==> config.mk <==
export PLATFORM = sky130hd
export DESIGN_NAME = etc_barrier_array_flat
export DESIGN_NICKNAME = d
export VERILOG_FILES = /design/src/rtl/etc_barrier_array_if.sv /design/src/rtl/etc_barrier_array.sv /design/src/flat_wrapper.sv
export SDC_FILE = /design/constraint.sdc
export NUM_CORES = 1
export LEC_CHECK = 0
export ABC_AREA = 1
export BUFFER_PORTS_ARGS = -buffer_cell sky130_fd_sc_hd__buf_2
export CORE_ASPECT_RATIO = 0.9
export CORE_UTILIZATION = 35
export DETAILED_ROUTE_END_ITERATION = 6
export GPL_ROUTABILITY_DRIVEN = 0
export PLACE_DENSITY = 0.5
export RECOVER_POWER = 25
export SLEW_MARGIN = 20
export SYNTH_ARGS = -nofsm -noshare
export SYNTH_HDL_FRONTEND = slang
export SYNTH_SLANG_ARGS = --single-unit
export TNS_END_PERCENT = 50
==> constraint.sdc <==
create_clock -name clk -period 1.7 [get_ports clk]
set_input_delay 0.34 -clock clk [delete_from_list [all_inputs] [get_ports clk]]
set_output_delay 0.34 -clock clk [all_outputs]
set_load 0.01 [all_outputs]
==> src/rtl/etc_barrier_array_if.sv <==
// Toll-lane barrier bus: per-lane commands and sensors in, barrier drive,
// timeout pulses and packed pass counters out.
interface etc_barrier_array_if #(
  parameter int LANES = 4,
  parameter int CNT_W = 16
);
  logic [LANES-1:0]       up;
  logic [LANES-1:0]       down;
  logic [LANES-1:0]       en;
  logic [LANES-1:0]       dis;
  logic [LANES-1:0]       veh_present;
  logic                   force_open;
  logic                   clr_count;
  logic [LANES-1:0]       en_barrier;
  logic [LANES-1:0]       timeout_evt;
  logic [LANES*CNT_W-1:0] pass_count;

  modport master (
    output up, down, en, dis, veh_present, force_open, clr_count,
    input  en_barrier, timeout_evt, pass_count
  );

  modport slave (
    input  up, down, en, dis, veh_present, force_open, clr_count,
    output en_barrier, timeout_evt, pass_count
  );
endinterface

==> src/rtl/etc_barrier_array.sv <==
// Array of independent toll-lane barrier controllers; lanes share only the
// global force_open override and the counter clear.
module etc_barrier_lane #(
  parameter int HOLD_CYCLES    = 16,
  parameter int TIMEOUT_CYCLES = 1024,
  parameter int CNT_W          = 16
) (
  input  logic             clk,
  input  logic             reset,
  input  logic             open_req,
  input  logic             close_req,
  input  logic             veh,
  input  logic             force_open,
  input  logic             clr_count,
  output logic             bar,
  output logic             tevt,
  output logic [CNT_W-1:0] cnt
);
  localparam int MAXT = (HOLD_CYCLES > TIMEOUT_CYCLES) ? HOLD_CYCLES : TIMEOUT_CYCLES;
  localparam int TW   = (MAXT > 1) ? $clog2(MAXT) : 1;
  localparam logic [TW-1:0] HOLD_LAST = TW'(HOLD_CYCLES - 1);
  localparam logic [TW-1:0] TO_LAST   = TW'(TIMEOUT_CYCLES - 1);
  localparam logic [TW-1:0] TONE      = TW'(1);

  typedef enum logic [1:0] {CLOSED, OPEN_WAIT, OCCUPIED, HOLD} state_t;

  state_t        state;
  logic [TW-1:0] tmr;

  // bar is written alongside every state transition so it reflects the
  // next state: any non-CLOSED target drives 1, CLOSED falls back to force_open.
  always_ff @(posedge clk) begin
    if (reset) begin
      state <= CLOSED;
      tmr   <= '0;
      bar   <= 1'b0;
      tevt  <= 1'b0;
      cnt   <= '0;
    end else begin
      tevt <= 1'b0;
      if (clr_count) cnt <= '0;
      case (state)
        CLOSED: begin
          if (veh) begin
            state <= OCCUPIED;
            bar   <= 1'b1;
          end else if (open_req) begin
            state <= OPEN_WAIT;
            tmr   <= '0;
            bar   <= 1'b1;
          end else begin
            bar   <= force_open;
          end
        end
        OPEN_WAIT: begin
          if (veh) begin
            state <= OCCUPIED;
            bar   <= 1'b1;
          end else if (open_req) begin
            tmr   <= '0;
            bar   <= 1'b1;
          end else if (close_req) begin
            state <= CLOSED;
            bar   <= force_open;
          end else if (tmr == TO_LAST) begin
            state <= CLOSED;
            bar   <= force_open;
            tevt  <= 1'b1;
          end else begin
            tmr   <= tmr + TONE;
            bar   <= 1'b1;
          end
        end
        OCCUPIED: begin
          bar <= 1'b1;
          // Commands are ignored while a vehicle is under the barrier.
          if (!veh) begin
            state <= HOLD;
            tmr   <= '0;
            if (!clr_count && cnt != '1) cnt <= cnt + CNT_W'(1);
          end
        end
        HOLD: begin
          if (veh) begin
            state <= OCCUPIED;
            bar   <= 1'b1;
          end else if (open_req) begin
            state <= OPEN_WAIT;
            tmr   <= '0;
            bar   <= 1'b1;
          end else if (close_req) begin
            state <= CLOSED;
            bar   <= force_open;
          end else if (tmr == HOLD_LAST) begin
            state <= CLOSED;
            bar   <= force_open;
          end else begin
            tmr   <= tmr + TONE;
            bar   <= 1'b1;
          end
        end
        default: begin
          state <= CLOSED;
          bar   <= force_open;
        end
      endcase
    end
  end
endmodule

module etc_barrier_array #(
  parameter int LANES          = 4,
  parameter int HOLD_CYCLES    = 16,
  parameter int TIMEOUT_CYCLES = 1024,
  parameter int CNT_W          = 16
) (
  input logic               clk,
  input logic               reset,
  etc_barrier_array_if.slave bus
);
  logic [LANES-1:0]            bar;
  logic [LANES-1:0]            tevt;
  logic [LANES-1:0][CNT_W-1:0] cnt;

  genvar i;
  generate
    for (i = 0; i < LANES; i++) begin : g_lane
      etc_barrier_lane #(
        .HOLD_CYCLES   (HOLD_CYCLES),
        .TIMEOUT_CYCLES(TIMEOUT_CYCLES),
        .CNT_W         (CNT_W)
      ) u_lane (
        .clk       (clk),
        .reset     (reset),
        .open_req  (bus.up[i] | bus.en[i]),
        .close_req (bus.down[i] | bus.dis[i]),
        .veh       (bus.veh_present[i]),
        .force_open(bus.force_open),
        .clr_count (bus.clr_count),
        .bar       (bar[i]),
        .tevt      (tevt[i]),
        .cnt       (cnt[i])
      );
    end
  endgenerate

  assign bus.en_barrier  = bar;
  assign bus.timeout_evt = tevt;
  assign bus.pass_count  = cnt;
endmodule

==> src/flat_wrapper.sv <==
// flat-port wrapper written by rule: the top's interface ports become plain ports
module etc_barrier_array_flat 
#(
  parameter int LANES          = 4,
  parameter int HOLD_CYCLES    = 16,
  parameter int TIMEOUT_CYCLES = 1024,
  parameter int CNT_W          = 16
)
  (clk, reset, bus_up, bus_down, bus_en, bus_dis, bus_veh_present, bus_force_open, bus_clr_count, bus_en_barrier, bus_timeout_evt, bus_pass_count);
  etc_barrier_array_if #(.LANES(LANES), .CNT_W(CNT_W)) bus_i ();
  input logic clk;
  input logic reset;
  input wire logic [$bits(bus_i.up)-1:0] bus_up;
  input wire logic [$bits(bus_i.down)-1:0] bus_down;
  input wire logic [$bits(bus_i.en)-1:0] bus_en;
  input wire logic [$bits(bus_i.dis)-1:0] bus_dis;
  input wire logic [$bits(bus_i.veh_present)-1:0] bus_veh_present;
  input wire logic [$bits(bus_i.force_open)-1:0] bus_force_open;
  input wire logic [$bits(bus_i.clr_count)-1:0] bus_clr_count;
  output wire logic [$bits(bus_i.en_barrier)-1:0] bus_en_barrier;
  output wire logic [$bits(bus_i.timeout_evt)-1:0] bus_timeout_evt;
  output wire logic [$bits(bus_i.pass_count)-1:0] bus_pass_count;
  assign bus_i.up = bus_up;
  assign bus_i.down = bus_down;
  assign bus_i.en = bus_en;
  assign bus_i.dis = bus_dis;
  assign bus_i.veh_present = bus_veh_present;
  assign bus_i.force_open = bus_force_open;
  assign bus_i.clr_count = bus_clr_count;
  assign bus_en_barrier = bus_i.en_barrier;
  assign bus_timeout_evt = bus_i.timeout_evt;
  assign bus_pass_count = bus_i.pass_count;
  etc_barrier_array #(.LANES(LANES), .HOLD_CYCLES(HOLD_CYCLES), .TIMEOUT_CYCLES(TIMEOUT_CYCLES), .CNT_W(CNT_W)) u_core (.clk(clk), .reset(reset), .bus(bus_i));
endmodule
# ---- Word level (Yosys, flattened, before mapping)
# Cells that the tools add are included.
dict set report totals {
  regBits 120
  latch_bits 0
  ramBits 0
  rom_bits 0
  input_bits 24
  output_inout_bits 72
  word_cells 297
  memories 0
}
dict set report classes {
  n_addsub 8
  mul 0
  n_div 0
  order_cmp 0
  n_eq_ne 76
  shift 0
  mux 160
  n_bitwise 12
  n_reduce_logical 21
}
# op count
set op_table {}
lappend op_table {{10-bit 2-to-1 mux} 44}
lappend op_table {{16-bit 2-to-1 mux} 16}
lappend op_table {{10-bit case mux with 4 select lines} 4}
lappend op_table {{2-bit 2-to-1 mux} 44}
lappend op_table {{3-bit != test, second input constant} 24}
lappend op_table {{16-bit by 1-bit adder with 16-bit output, second input constant} 4}
lappend op_table {{16-bit != test, second input constant} 4}
lappend op_table {{1-bit 2-to-1 mux} 44}
lappend op_table {{10-bit by 1-bit adder with 10-bit output, second input constant} 4}
lappend op_table {{10-bit equality test, second input constant} 4}
lappend op_table {{10-bit by 4-bit equality test with 1-bit output, second input constant} 4}
lappend op_table {{2-bit != test, second input constant} 20}
lappend op_table {{9-bit AND reduction} 4}
lappend op_table {{2-bit case mux with 4 select lines} 4}
lappend op_table {{5-bit != test, second input constant} 4}
lappend op_table {{5-bit AND reduction} 4}
lappend op_table {{5-bit OR reduction} 4}
lappend op_table {{2-bit equality test, second input constant} 8}
lappend op_table {{4-bit != test, second input constant} 4}
lappend op_table {{1-bit case mux with 4 select lines} 4}
lappend op_table {{2-bit by 1-bit equality test with 1-bit output, second input constant} 4}
lappend op_table {{2-bit logical NOT} 4}
lappend op_table {{1-bit bitwise OR} 8}
lappend op_table {{1-bit logical AND} 4}
lappend op_table {{2 further kinds} 5}

# ---- Logic depth before layout (Yosys ltp)
# Gate-level depths: netlist of run 1.
dict set report depth {
  word_depth 6
  mapped_depth 12
  depth_no_buf 11
}

# ---- By module
# A second synthesis of run 1 with hierarchy kept.
dict set report unflattened {
  cells_unflattened 1142
  area_unflattened_um2 7259.5
}
# module instances cells_each area_each_um2 seq_area_each_um2
set modules_own_cells {}
lappend modules_own_cells {{etc_barrier_lane (u_core.g_lane[2].u_lane ...)} 2 279 1793.0 600.6}
lappend modules_own_cells {{etc_barrier_lane (u_core.g_lane[0].u_lane ...)} 2 280 1791.7 600.6}
lappend modules_own_cells {etc_barrier_array 1 24 90.1 0.0}

# ---- Worst setup path before layout of run 1
# Ideal clock, no wire load.
dict set report synth_path {
  kind {reg2reg}
  startpoint {register u_core.g_lane[1].u_lane.cnt[0]}
  endpoint {register u_core.g_lane[1].u_lane.cnt[1]}
  setup_ps 116
  arrival_time_ps 1467
  required_ps 1584
  path_slack_ps 118
  path_stages_with_launch 11
  path_buffers 0
  synth_period_minus_slack_ps 1582
  path_cell_list {dfxtp_1 > ha_1 > nand2_1 > inv_1 > nand3_1 > nor2_4 > nand3b_4 > nand2_4 > inv_2 > o21ai_0 > nor2_1}
}
dict set report synth_between {
  elab_chain_len 5
  word_cells_on_any_way 6
  classes_between {add/sub (1); eq/ne (1); mux (3); reduce/logical (1)}
}
# item line_no
set synth_rtl {}
lappend synth_rtl {{from (decl)} etc_barrier_array.sv:17} ;# output logic [CNT_W-1:0] cnt
lappend synth_rtl {{from (signal assigned)} etc_barrier_array.sv:80} ;# if (!clr_count && cnt != '1) cnt <= cnt + CNT_W'(1);
lappend synth_rtl {{branches (longest 2 deep; another with 16-bit by 1-bit adder with 16-bit output)} --}
lappend synth_rtl {{16-bit 2-to-1 mux (*)} etc_barrier_array.sv:80}
lappend synth_rtl {{16-bit 2-to-1 mux (*)} etc_barrier_array.sv:77} ;# if (!veh) begin
lappend synth_rtl {{16-bit 2-to-1 mux (*)} etc_barrier_array.sv:42} ;# case (state)
# Every way passes the cells marked *.
# A chain may end at the register's enable or synchronous reset.

# ---- Worst setup path in the final report of run 1
dict set report layout_path {
  startpoint {register u_core.g_lane[3].u_lane.cnt[1]}
  endpoint {register u_core.g_lane[3].u_lane.cnt[14]}
}
dict set report layout_between {
  elab_chain_len 5
  word_cells_on_any_way 6
  classes_between {add/sub (1); eq/ne (1); mux (3); reduce/logical (1)}
}
# item line_no
set layout_rtl {}
lappend layout_rtl {{from (decl)} etc_barrier_array.sv:17}
lappend layout_rtl {{from (signal assigned)} etc_barrier_array.sv:80}
lappend layout_rtl {{branches (longest 2 deep; another with 16-bit by 1-bit adder with 16-bit output)} --}
lappend layout_rtl {{16-bit 2-to-1 mux (*)} etc_barrier_array.sv:80}
lappend layout_rtl {{16-bit 2-to-1 mux (*)} etc_barrier_array.sv:77}
lappend layout_rtl {{16-bit 2-to-1 mux (*)} etc_barrier_array.sv:42}
# Marks and branches as above.

==> flow_metrics.tcl, run 1 <==
set metrics [dict create \
    cts_buffers 17 \
    relSlewSlack_pct 68.2 \
    min_path_type "in2reg" \
    row_count 48 \
    synth_nets 1080 \
    routed_via_density 4.70 \
    grt_pass1_vias 5995 \
    finalNonFillerCells 1474 \
    grt_pass1_wl_um 29700 \
    diodes 0 \
    ys.flop_type "dfxtp_1" \
    max_cap_viol_count 0 \
    routed_wl_um 18000 \
    max-vdd-ir-drop_mv 0.648 \
    regToRegSetupSlack_ps 90 \
    power.density_mw_per_mm2 824 \
    fin_worst_skew_ps 9.12 \
    synth_warnings 0 \
    cts-root-buf "clkbuf_16" \
    crit_type "reg2reg" \
    finalCriticalPeriod_ps 1610 \
    synthTopCellsByArea "dfxtp_1 (35%), nand2_1 (13%), nor2_1 (11%)" \
    place_area_mm2 0.00791 \
    numPortBuffers 95 \
    multi_input_area_mm2 0.00401 \
    ys_ff_latch 120 \
    ant_nets 0 \
    reg2reg_from "u_core.g_lane[3].u_lane.cnt[1]" \
    start_kind "register" \
    synth_top_cell_area_share_pct 35.3 \
    slew_viol_final 0 \
    yosysSeqAreaShare_pct 35.3 \
    fin_area_mm2 0.00886 \
    clk_latency_ps 410 \
    register_area_mm2 0.00242 \
    layout-drive-gt1-share_pct 24.1 \
    wl_per_cell_um 12.2 \
    placed_cells_incl_taps 1431 \
    layout_worst_path_cycle_share_pct 94.8 \
    drc 0 \
    setup_violations 0 \
    final.fill_count 1987 \
    die_h_um 134 \
    timing.rr.end "u_core.g_lane[3].u_lane.cnt[14]" \
    critPathMaxFanout 4 \
    drtPass1Iterations 4 \
    yosysTopAreaCell "dfxtp_1" \
    fmax_ghz 0.621 \
    grt_max_degree 22 \
    io-pin-count 96 \
    die_area_mm2 0.0200 \
    ys_async_sr_fraction_pct 0 \
    outcome "complete, no violations" \
    grt_overflow 0 \
    ctsHoldBuffers 0 \
    power.leakage_nw 3.77 \
    arrival_ps 1910 \
    hold_viol 0 \
    synth-edff-count 0 \
    ys_types 45 \
    fp.dieW_um 149 \
    clk_pin_slew_ps 50 \
    grt_antenna_before_repair 0 \
    cts_max_level 4 \
    track_usage_pct 18.5 \
    worstMarginPinSlew_ps 472 \
    required_ps 2000 \
    synthTopCellsByCount "nand2_1 (230), nor2_1 (195), dfxtp_1 (120)" \
    fin_nets 1244 \
    initial_utilization_pct 35.6 \
    cts_tree "yes" \
    crit_path_end_kind "register" \
    drtIter0Drc 376 \
    synth.most_common_cell "nand2_1" \
    power_w 0.00731 \
    r2r_cells 9 \
    avgSynthCellArea_um2 6.50 \
    vias 6927 \
    clockBufferDepth 2 \
    crit_start "u_core.g_lane[3].u_lane.cnt[1]" \
    rsz0062_at_grt "yes" \
    cp-endpoint "u_core.g_lane[3].u_lane.cnt[14]" \
    core_mm2 0.0191 \
    area_growth_pct 30.2 \
    postSynthCellCount 1048 \
    clock_sinks 120 \
    dp_hpwl_um 13200 \
    synth_area_mm2 0.00681 \
]
worst max-delay path, stage by stage, from the launching register on:
cell     delay [ps]
dfxtp_1         330
ha_1            200
inv_1           110
nor2_4           60
nand4_1         170
nand4_1         260
nor2_4          190
nand3_1          80
nand2_1          60
nor2_1           30
metal layers:
layer  GRT usage [%]  vias to the layer above  share of wire [%]
met5               0                        -                  0
met4            6.46                        0                1.0
li1                -                     3724                  -
met2            26.9                      105                 43
met1            27.0                     3085                 53
met3            3.37                       13                3.4
sequential cells by signal (all words and copies together), names as in the netlist, named ones only:
| name | flops |
|---|---|
| u_core.g_lane.u_lane.cnt | 64 |
| u_core.g_lane.u_lane.tmr | 40 |
| u_core.g_lane.u_lane.bar | 4 |
| u_core.g_lane.u_lane.state | 4 |
| u_core.g_lane.u_lane.tevt | 4 |
stage by stage:
| step | hold WS (ps) | setup WS [ps] | setup TNS, ps | util, % |
|---|---|---|---|---|
| finish | 232 | 88.7 | 0 | 46.4 |
| global route | 250 | -38.4 | -401 | 46.4 |
| CTS | 208 | 9.34 | 0 | 44.6 |
| detailed placement | 451 | 41.0 | 0 | 41.4 |
| global placement | 452 | 21.7 | 0 | 41.4 |
| floorplan | 453 | 118 | 0 | - |
cell type report:
cell class | count | area share, %
Multi-Input combinational cell | 774 | 45.3
Sequential cell | 120 | 27.3
Timing Repair Buffer | 170 | 11.7
Inverter | 129 | 5.52
Clock buffer | 21 | 5.31
Tap cell | 250 | 3.53
Clock inverter | 10 | 1.41
placed cells by master (no fill, tap or decap), types with 5 or more instances in the layout:
cell / count
o21ai_1: 10
nand2_1: 223
o21bai_1: 7
nor4_1: 5
dfxtp_1: 113
nand2_2: 19
nand3_1: 75
o21ai_0: 37
clkinv_2: 7
nor3_1: 16
nand3b_1: 9
a21oi_1: 63
nor3b_1: 7
buf_2: 79
inv_2: 11
nand3_2: 9
nor2_2: 13
nor2_4: 14
clkbuf_1: 17
nor2_1: 183
clkbuf_16: 17
nand4_1: 27
inv_1: 115
buf_4: 71
kinds of logic (layout without fill, tap and decap cells):
group	after synthesis	count (layout)	share of synthesized area, %
buffers and inverters	155	330	9.61
XOR/XNOR	4	4	0.515
flip-flops	120	120	35.3
AND/OR/NAND/NOR	623	624	42.1
adder cells (fa/ha/maj)	8	8	1.47
AO/OA/AOI/OAI	138	138	11.0
worst min-delay path by stage:
stage	start	endpoint	slack, ps	depth (start not counted)
finish	bus_down[2]	u_core.g_lane[2].u_lane.tevt	230	4
global route	bus_down[2]	u_core.g_lane[2].u_lane.tevt	250	4
CTS	bus_dis[2]	u_core.g_lane[2].u_lane.tevt	210	4
detailed placement	u_core.g_lane[0].u_lane.cnt[4]	u_core.g_lane[0].u_lane.cnt[4]	450	2
global placement	u_core.g_lane[0].u_lane.cnt[4]	u_core.g_lane[0].u_lane.cnt[4]	450	2
floorplan	register	register	450	2
timing repair:
item,4_1_cts,5_1_grt
gates cloned,0,1
buffers inserted,0,11
pin swaps,0,17
endpoints found under the hold margin,0,0
gates resized for setup,1,81
endpoints found under the setup margin,1,85
where the power goes:
group / switching [W] / total [W] / internal, W / leakage [nW]
clock network: 0.00127 / 0.00366 / 0.00239 / 0.302
registers: 0.0000655 / 0.00295 / 0.00288 / 0.979
logic: 0.000434 / 0.000696 / 0.000262 / 2.49
total: 0.00177 / 0.00730 / 0.00554 / 3.77
(Power assumes the default switching activity.)
==> run 2, diff against run 1 <==
--- a/config.mk
+++ b/config.mk
@@ -11,6 +11,7 @@
 export CORE_UTILIZATION = 35
 export DETAILED_ROUTE_END_ITERATION = 6
 export GPL_ROUTABILITY_DRIVEN = 0
+export GPL_TIMING_DRIVEN = 0
 export PLACE_DENSITY = 0.5
 export RECOVER_POWER = 25
 export SLEW_MARGIN = 20
==> flow_metrics.tcl, run 2 (synthesized netlist as in run 1, its figures left out) <==
set metrics [dict create \
    outcome "complete, no violations" \
    regToRegSetupSlack_ps 40 \
    clock_sinks 120 \
    grt_overflow 0 \
    power.density_mw_per_mm2 831 \
    dp_hpwl_um 13600 \
    row_count 48 \
    worstMarginPinSlew_ps 786 \
    fin_nets 1241 \
    cts_buffers 17 \
    area_growth_pct 32.9 \
    rsz0062_at_grt "yes" \
    crit_path_top_delay_cell "dfxtp_4" \
    fp.dieW_um 149 \
    reg2reg_from "u_core.g_lane[2].u_lane.tmr[0]" \
    cts_tree "yes" \
    place_area_mm2 0.00759 \
    crit_family "simple AND/OR/NAND/NOR gates" \
    largest_reg_flops 64 \
    max_stage_delay_ps 370 \
    start_kind "register" \
    r2r_cells 11 \
    max-vdd-ir-drop_mv 0.569 \
    timing.rr.end "u_core.g_lane[2].u_lane.tmr[8]" \
    io-pin-count 96 \
    required_ps 1970 \
    finalNonFillerCells 1471 \
    mostFrequentLayoutCell "nand2_1" \
    die_h_um 134 \
    cp-endpoint "u_core.g_lane[2].u_lane.tmr[8]" \
    grt_pass1_vias 5995 \
    clk_pin_slew_ps 50 \
    routed_via_density 4.77 \
    arrival_ps 1930 \
    track_usage_pct 19.0 \
    numPortBuffers 94 \
    path_buf_inv 1 \
    finalCriticalPeriod_ps 1660 \
    diodes 0 \
    layout-drive-gt1-share_pct 24.7 \
    ant_nets 0 \
    placed_cells_incl_taps 1392 \
    routed_wl_um 19200 \
    grt_max_degree 17 \
    min_path_type "in2reg" \
    setup_tns_ps 0 \
    ctsHoldBuffers 0 \
    relSlewSlack_pct 47.6 \
    drtPass1Iterations 5 \
    fin_worst_skew_ps 7.31 \
    power_w 0.00752 \
    final_cell_mix "nand2_1 (212), nor2_1 (176), inv_1 (113)" \
    setup_violations 0 \
    slew_viol_final 0 \
    top_register "u_core.g_lane.u_lane.cnt" \
    clockBufferDepth 2 \
    grt_antenna_before_repair 0 \
    clk_latency_ps 420 \
    crit_start "u_core.g_lane[2].u_lane.tmr[0]" \
    drc 0 \
    hold_viol 0 \
    die_area_mm2 0.0200 \
    top_regs "u_core.g_lane.u_lane.cnt (64), u_core.g_lane.u_lane.tmr (40)" \
    cts-root-buf "clkbuf_16" \
    core_mm2 0.0191 \
    layout_worst_path_cycle_share_pct 97.5 \
    fmax_ghz 0.604 \
    grt_pass1_wl_um 30000 \
    vias 7018 \
    wl_per_cell_um 13.1 \
    crit_path_end_kind "register" \
    drtIter0Drc 360 \
    final.fill_count 2018 \
    fin_area_mm2 0.00905 \
    initial_utilization_pct 35.6 \
    power.leakage_nw 3.74 \
    crit_top_cell "nand2_4" \
    cp_num_cells 11 \
    worstPathCellList "ha_4, nand2_4, nor2_2, nand4_1, nand2_1, nand2_2, nand3_4, nand2_4, clkbuf_16, nand2_4, a21oi_2" \
    cts_max_level 4 \
    max_cap_viol_count 0 \
    crit_type "reg2reg" \
    critPathMaxFanout 6 \
    utilization_pct 47.4 \
]
-- run 2: report_power, final --
| group | internal [W] | switching, W |
|---|---|---|
| registers | 0.00288 | 0.0000780 |
| logic | 0.000281 | 0.000461 |
| clock network | 0.00251 | 0.00130 |
-- run 2: cell type report --
type	instances	area (µm²)	share of cell area [%]
repair buffers	140	813	8.99
well taps	250	313	3.46
multi-input cells	775	4200	46.4
inverters	129	484	5.35
clock inverters	9	148	1.63
plain buffers	26	184	2.03
flip-flops and latches	120	2450	27.0
clock buffers	22	464	5.13
-- run 2: metal layers --
layer	global-route usage [%]	share of wire, %	vias to the layer above
li1	-	-	3728
met1	27.8	51	3151
met2	27.6	43	127
met3	4.46	4.4	12
met4	4.93	0.90	0
met5	0	0	-
-- run 2: how the worst min path moves through the flow --
stage,from,end,cells past startpoint
3_3_place_gp,u_core.g_lane[0].u_lane.cnt[4],u_core.g_lane[0].u_lane.cnt[4],2
4_1_cts,bus_down[2],u_core.g_lane[2].u_lane.tevt,4
3_5_place_dp,u_core.g_lane[0].u_lane.cnt[4],u_core.g_lane[0].u_lane.cnt[4],2
5_1_grt,bus_down[0],u_core.g_lane[0].u_lane.tevt,4
2_1_floorplan,register,register,2
6_report,bus_down[2],u_core.g_lane[2].u_lane.tevt,4
-- run 2: per-stage QoR --
| stage | hold WS (ps) | setup WS, ps |
|---|---|---|
| global placement | 458 | -438 |
| detailed placement | 465 | -434 |
| global route | 224 | -49.2 |
| CTS | 208 | -10.0 |
| finish | 224 | 43.1 |
| floorplan | 453 | 118 |
-- run 2: timing repair --
item,in CTS,in global routing
gates resized for setup,20,122
pin swaps,10,33
cloned,0,5
endpoints found under the setup margin,59,99
buffers inserted,16,27
-- run 2: tightest hold or removal path: cells and delay by family --
family / cells / cell delay, ps
buf+inv: 1 / 90
simple gates: 3 / 170
